<file path="src/rtl/bus_rr_arbiter.sv">
// Round-robin arbiter that multiplexes NrHosts request ports onto one device port.
// Routes in-order device responses back to the requesting host through an ID FIFO.
module bus_rr_arbiter #(
  parameter int unsigned NrHosts        = 2,
  parameter int unsigned DataWidth      = 32,
  parameter int unsigned AddressWidth   = 32,
  parameter int unsigned MaxOutstanding = 2
) (
  input  logic                                     clk_i,
  input  logic                                     rst_ni,
  input  logic [NrHosts-1:0]                       host_req_i,
  input  logic [NrHosts-1:0]                       host_we_i,
  input  logic [NrHosts-1:0][AddressWidth-1:0]     host_addr_i,
  input  logic [NrHosts-1:0][DataWidth/8-1:0]      host_be_i,
  input  logic [NrHosts-1:0][DataWidth-1:0]        host_wdata_i,
  output logic [NrHosts-1:0]                       host_gnt_o,
  output logic [NrHosts-1:0]                       host_rvalid_o,
  output logic [NrHosts-1:0]                       host_err_o,
  output logic [NrHosts-1:0][DataWidth-1:0]        host_rdata_o,
  output logic                                     dev_req_o,
  output logic                                     dev_we_o,
  output logic [AddressWidth-1:0]                  dev_addr_o,
  output logic [DataWidth/8-1:0]                   dev_be_o,
  output logic [DataWidth-1:0]                     dev_wdata_o,
  input  logic                                     dev_gnt_i,
  input  logic                                     dev_rvalid_i,
  input  logic                                     dev_err_i,
  input  logic [DataWidth-1:0]                     dev_rdata_i,
  output logic                                     spurious_o
);

  localparam int unsigned HostW = (NrHosts > 1) ? $clog2(NrHosts) : 1;
  localparam int unsigned PtrW  = (MaxOutstanding > 1) ? $clog2(MaxOutstanding) : 1;
  localparam int unsigned CntW  = $clog2(MaxOutstanding + 1);

  localparam logic [HostW-1:0] LastHost = HostW'(NrHosts - 1);
  localparam logic [PtrW-1:0]  LastSlot = PtrW'(MaxOutstanding - 1);
  localparam logic [CntW-1:0]  MaxCnt   = CntW'(MaxOutstanding);

  logic [HostW-1:0] last_grant_q;
  logic             lock_q;
  logic [HostW-1:0] lock_host_q;
  logic [HostW-1:0] fifo_q [MaxOutstanding];
  logic [PtrW-1:0]  head_q;
  logic [PtrW-1:0]  tail_q;
  logic [CntW-1:0]  count_q;

  logic [HostW-1:0] rr_sel;
  logic             rr_found;
  logic [HostW-1:0] sel;
  logic             not_full;
  logic             handshake;
  logic             pop;

  // First requesting host searching upward from last_grant+1, wrapping.
  always_comb begin
    int unsigned idx;
    rr_sel   = (last_grant_q == LastHost) ? '0 : last_grant_q + HostW'(1);
    rr_found = 1'b0;
    idx      = 0;
    for (int unsigned i = 1; i <= NrHosts; i++) begin
      idx = 32'(last_grant_q) + i;
      if (idx >= NrHosts) idx = idx - NrHosts;
      if (!rr_found && host_req_i[HostW'(idx)]) begin
        rr_sel   = HostW'(idx);
        rr_found = 1'b1;
      end
    end
  end

  assign sel       = lock_q ? lock_host_q : rr_sel;
  assign not_full  = (count_q != MaxCnt);
  assign dev_req_o = rst_ni & host_req_i[sel] & not_full;
  assign dev_we_o    = host_we_i[sel];
  assign dev_addr_o  = host_addr_i[sel];
  assign dev_be_o    = host_be_i[sel];
  assign dev_wdata_o = host_wdata_i[sel];

  assign handshake  = dev_req_o & dev_gnt_i;
  assign pop        = rst_ni & dev_rvalid_i & (count_q != '0);
  assign spurious_o = rst_ni & dev_rvalid_i & (count_q == '0);

  // Per-host grant, response steering and broadcast read data.
  always_comb begin
    host_gnt_o    = '0;
    host_rvalid_o = '0;
    if (handshake) host_gnt_o[sel] = 1'b1;
    if (pop)       host_rvalid_o[fifo_q[head_q]] = 1'b1;
    host_err_o = host_rvalid_o & {NrHosts{dev_err_i}};
    for (int unsigned i = 0; i < NrHosts; i++) begin
      host_rdata_o[i] = dev_rdata_i;
    end
  end

  // Arbitration state: last winner and lock onto a stalled request.
  always_ff @(posedge clk_i or negedge rst_ni) begin
    if (!rst_ni) begin
      last_grant_q <= LastHost;
      lock_q       <= 1'b0;
      lock_host_q  <= '0;
    end else if (handshake) begin
      last_grant_q <= sel;
      lock_q       <= 1'b0;
    end else if (dev_req_o) begin
      lock_q      <= 1'b1;
      lock_host_q <= sel;
    end else if (lock_q && !host_req_i[lock_host_q]) begin
      lock_q <= 1'b0;
    end
  end

  // In-order ID FIFO of granted hosts awaiting a response.
  always_ff @(posedge clk_i or negedge rst_ni) begin
    if (!rst_ni) begin
      head_q  <= '0;
      tail_q  <= '0;
      count_q <= '0;
      for (int unsigned i = 0; i < MaxOutstanding; i++) begin
        fifo_q[i] <= '0;
      end
    end else begin
      if (handshake) begin
        fifo_q[tail_q] <= sel;
        tail_q         <= (tail_q == LastSlot) ? '0 : tail_q + PtrW'(1);
      end
      if (pop) begin
        head_q <= (head_q == LastSlot) ? '0 : head_q + PtrW'(1);
      end
      case ({handshake, pop})
        2'b10:   count_q <= count_q + CntW'(1);
        2'b01:   count_q <= count_q - CntW'(1);
        default: count_q <= count_q;
      endcase
    end
  end

endmodule

</file>
<file path="config.mk">
export PLATFORM = sky130hd
export DESIGN_NAME = bus_rr_arbiter
export DESIGN_NICKNAME = d
export VERILOG_FILES = /design/src/rtl/bus_rr_arbiter.sv
export SDC_FILE = /design/constraint.sdc
export NUM_CORES = 1
export LEC_CHECK = 0
export BUFFER_PORTS_ARGS = -buffer_cell sky130_fd_sc_hd__buf_2
export CAP_MARGIN = 5
export CORE_AREA = 2 2 124 126
export CTS_CLUSTER_SIZE = 12
export DETAILED_ROUTE_END_ITERATION = 10
export DIE_AREA = 0 0 126 128
export GPL_TIMING_DRIVEN = 0
export PLACE_DENSITY = 0.45
export SLEW_MARGIN = 40
export SYNTH_ARGS = -nofsm -noshare
export SYNTH_HDL_FRONTEND = slang
export SYNTH_SLANG_ARGS = --single-unit
</file>
<file path="constraint.sdc">
create_clock -name clk_i -period 2.54 [get_ports clk_i]
set_clock_uncertainty 0.1 [all_clocks]
set_input_delay 0.254 -clock clk_i [delete_from_list [all_inputs] [get_ports clk_i]]
set_output_delay 0.254 -clock clk_i [all_outputs]
set_load 0.02 [all_outputs]
</file>
==> results.py <==
metrics = {
    "outcome": {
        "status": "complete, no violations",
    },
    "cts": {
        "cts_num_sinks": 9,
        "numCtsBuffers": 3,
        "clock_latency_ns": 0.24,
        "path_clk_slew_ns": 0.04,
        "cts_max_level": 1,
        "clock_path_buffers": 2,
        "cts_tree": "built",
        "cts-root-buf": "clkbuf_16",
    },
    "critical_path": {
        "endpoint_kind": "output pin",
        "required_ns": 2.19,
        "slowest_stage": "dfrtp_1",
        "worstPathMaxFanout": 10,
        "cp_slowest_stage_delay_ns": 0.39,
        "worstSetupStartpointType": "flop",
        "worstPathArrival_ns": 1.97,
        "reg2reg_slack_ns": 0.46,
        "path_cells": "o21bai_1, o21ai_2, buf_4, buf_6, mux2_1, buf_2",
        "worstSetupPathType": "flop to output pin",
    },
    "logic_synthesis": {
        "syn_avg_cell_area_um2": 9.61,
        "synthTopCellsByCount": "65 x buf_4, 44 x mux2_1, 25 x mux2_2",
        "synth.most_common_cell": "buf_4",
        "synth_cells": 196,
        "ys_types": 32,
        "async_reset_ff_share_pct": 100,
        "ys.flop_type": "dfrtp_1",
        "ys_warn_count": 0,
        "synth.largest_area_cell": "mux2_1",
        "synth_area_um2": 1880,
        "yosysSeqAreaShare_pct": 12.0,
        "synth-seq-cells": 9,
        "yosysTopAreaCellShare_pct": 26.3,
        "ys_top_cells_by_area": "mux2_1 26%, buf_4 26%, mux2_2 15%",
        "synth_nets": 374,
        "synth_edf_count": 0,
    },
    "timing": {
        "slew_viol_final": 0,
        "hold_viol_final": 0,
        "relSlewSlack_pct": 63.9,
        "period_share_pct": 91.5,
        "setup_viol": 0,
        "worst_slack_ns": 0.216,
        "fin_hold_ws_ns": 0.269,
        "finalSetupTns_ns": 0,
        "grt_setup_unrepaired": "false",
        "fmax_mhz": 430,
        "min_period_ns": 2.32,
        "tightest_slew_ns": 0.541,
    },
    "global_route": {
        "grt_max_degree": 15,
        "grt_pass1_vias": 2168,
        "groute.usage.overall_pct": 8.67,
        "antenna_found_initial": 2,
        "grt_overflow_total": 0,
        "grt_pass1_wl_mm": 11.5,
    },
    "floorplanning": {
        "fp.dieW_um": 126,
        "die_h_um": 128,
        "ios": 318,
        "row_count": 45,
        "coreArea_um2": 14900,
        "start_util_pct": 12.7,
        "die_area_um2": 16100,
    },
    "layout": {
        "drive_above_1_share_pct": 80.9,
        "layout.nets": 665,
        "fillers": 1647,
        "final_area_um2": 3640,
        "area_delta_synth_final_pct": 93.4,
    },
    "job": {
        "maxCapViolCount": 0,
    },
    "drt": {
        "wl_mm": 8.25,
        "firstDrtPassIters": 4,
        "drtIter0Drc": 24,
        "postRouteAntennaNets": 0,
        "viasPerCell": 3.58,
        "drc": 0,
        "vias": 2420,
        "wl_per_cell_um": 12.2,
    },
    "power": {
        "peakVddDrop_mv": 0.410,
        "p_leak_nw": 2.05,
        "power_density_nw_per_um2": 793,
        "fin_total_pwr_w": 0.00289,
    },
    "placement": {
        "port_buffers": 285,
        "placed_area_um2": 3550,
        "pre_cts_ws_ns": 0.291,
        "dpl.hpwl_mm": 7.47,
        "place_congestion": 0.754,
    },
    "min_path": {
        "hp-class": "input port to flop",
    },
}
-- metal layers --
metal / share of wire [%] / vias to the layer above / global-route usage (%)
met5: 0 / - / 0
met4: 0.91 / 0 / 1.94
met3: 7.9 / 6 / 1.34
met2: 54 / 121 / 16.2
met1: 37 / 1100 / 10.5
li1: - / 1193 / -
-- critical path, delay by kind of cell (launching register included) --
| family | cells | cell delay, ns |
|---|---|---|
| AO/OA/AOI/OAI | 2 | 0.38 |
| buffers and inverters | 3 | 0.61 |
| flip-flops | 1 | 0.39 |
| multiplexers | 1 | 0.35 |
-- per-stage QoR --
stage / instances / utilization (%)
2_1_floorplan: 196 / -
3_3_place_gp: 669 / 23.9
3_5_place_dp: 669 / 23.9
4_1_cts: 674 / 24.5
5_1_grt: 676 / 24.5
6_report: 676 / 24.5
-- power breakdown --
group / internal, W / switching (W) / leakage (nW)
combinational: 0.00103 / 0.00130 / 1.90
clock: 0.000210 / 0.0000701 / 0.0382
sequential: 0.000221 / 0.0000636 / 0.105
-- final timing paths --
path                              start             end  cells after the start
max                              lock_q  dev_addr_o[13]                      6
min                           dev_gnt_i     lock_host_q                      3
max reg2reg                 lock_host_q      count_q[1]                      7
min reg2reg                last_grant_q    last_grant_q                      2
max in group asynchronous        rst_ni    last_grant_q                      2
min in group asynchronous        rst_ni      count_q[1]                      2
-- cells in the final DEF, fill, tap and decap left out, types with 2 or more instances in the layout --
master / synthesis / routed
nor3_1: 2 / 2
o31ai_1: 2 / 2
nor2_1: 5 / 5
buf_2: 2 / 287
mux2_1: 44 / 44
diode_2: 0 / 2
mux2i_1: 2 / 2
dfrtp_1: 8 / 8
o21ai_0: 2 / 2
mux2_2: 25 / 25
nand2_1: 3 / 3
buf_6: 6 / 6
and3_1: 2 / 2
xnor2_1: 4 / 4
clkbuf_16: 0 / 3
a21oi_1: 3 / 3
inv_1: 4 / 4
nor4_1: 2 / 2
buf_4: 65 / 65
-- what timing repair did --
action,4_1_cts,5_1_grt
endpoints found under the hold margin,8,0
setup endpoints to repair,0,43
setup buffers,0,0
hold buffers,1,0
resized for setup,0,1
-- cells by family after synthesis --
kind of cell,Yosys count,share of synthesized area (%)
compound gates,11,4.58
xor+xnor,5,2.32
fa+ha+maj,1,0.664
buf+inv,77,30.8
flops,9,12.0
mux,71,42.3
simple gates,22,7.31
-- registers in the layout (all words and copies together) (netlist names) --
signal,flops
count_q,2
head_q,1
lock_q,1
last_grant_q,1
fifo_q,2
lock_host_q,1
tail_q,1
-- final cells by class --
| type | count | area [um^2] | share of cell area, % |
|---|---|---|---|
| antenna | 2 | 5.00 | 0.137 |
| buffer | 73 | 566 | 15.5 |
| clock buffer | 4 | 78.8 | 2.16 |
| inverter | 4 | 15.0 | 0.412 |
| multi-input combinational | 110 | 1080 | 29.7 |
| sequential | 9 | 226 | 6.22 |
| tap | 188 | 235 | 6.46 |
| timing repair buffer | 286 | 1440 | 39.4 |
(Power assumes the default switching activity.)
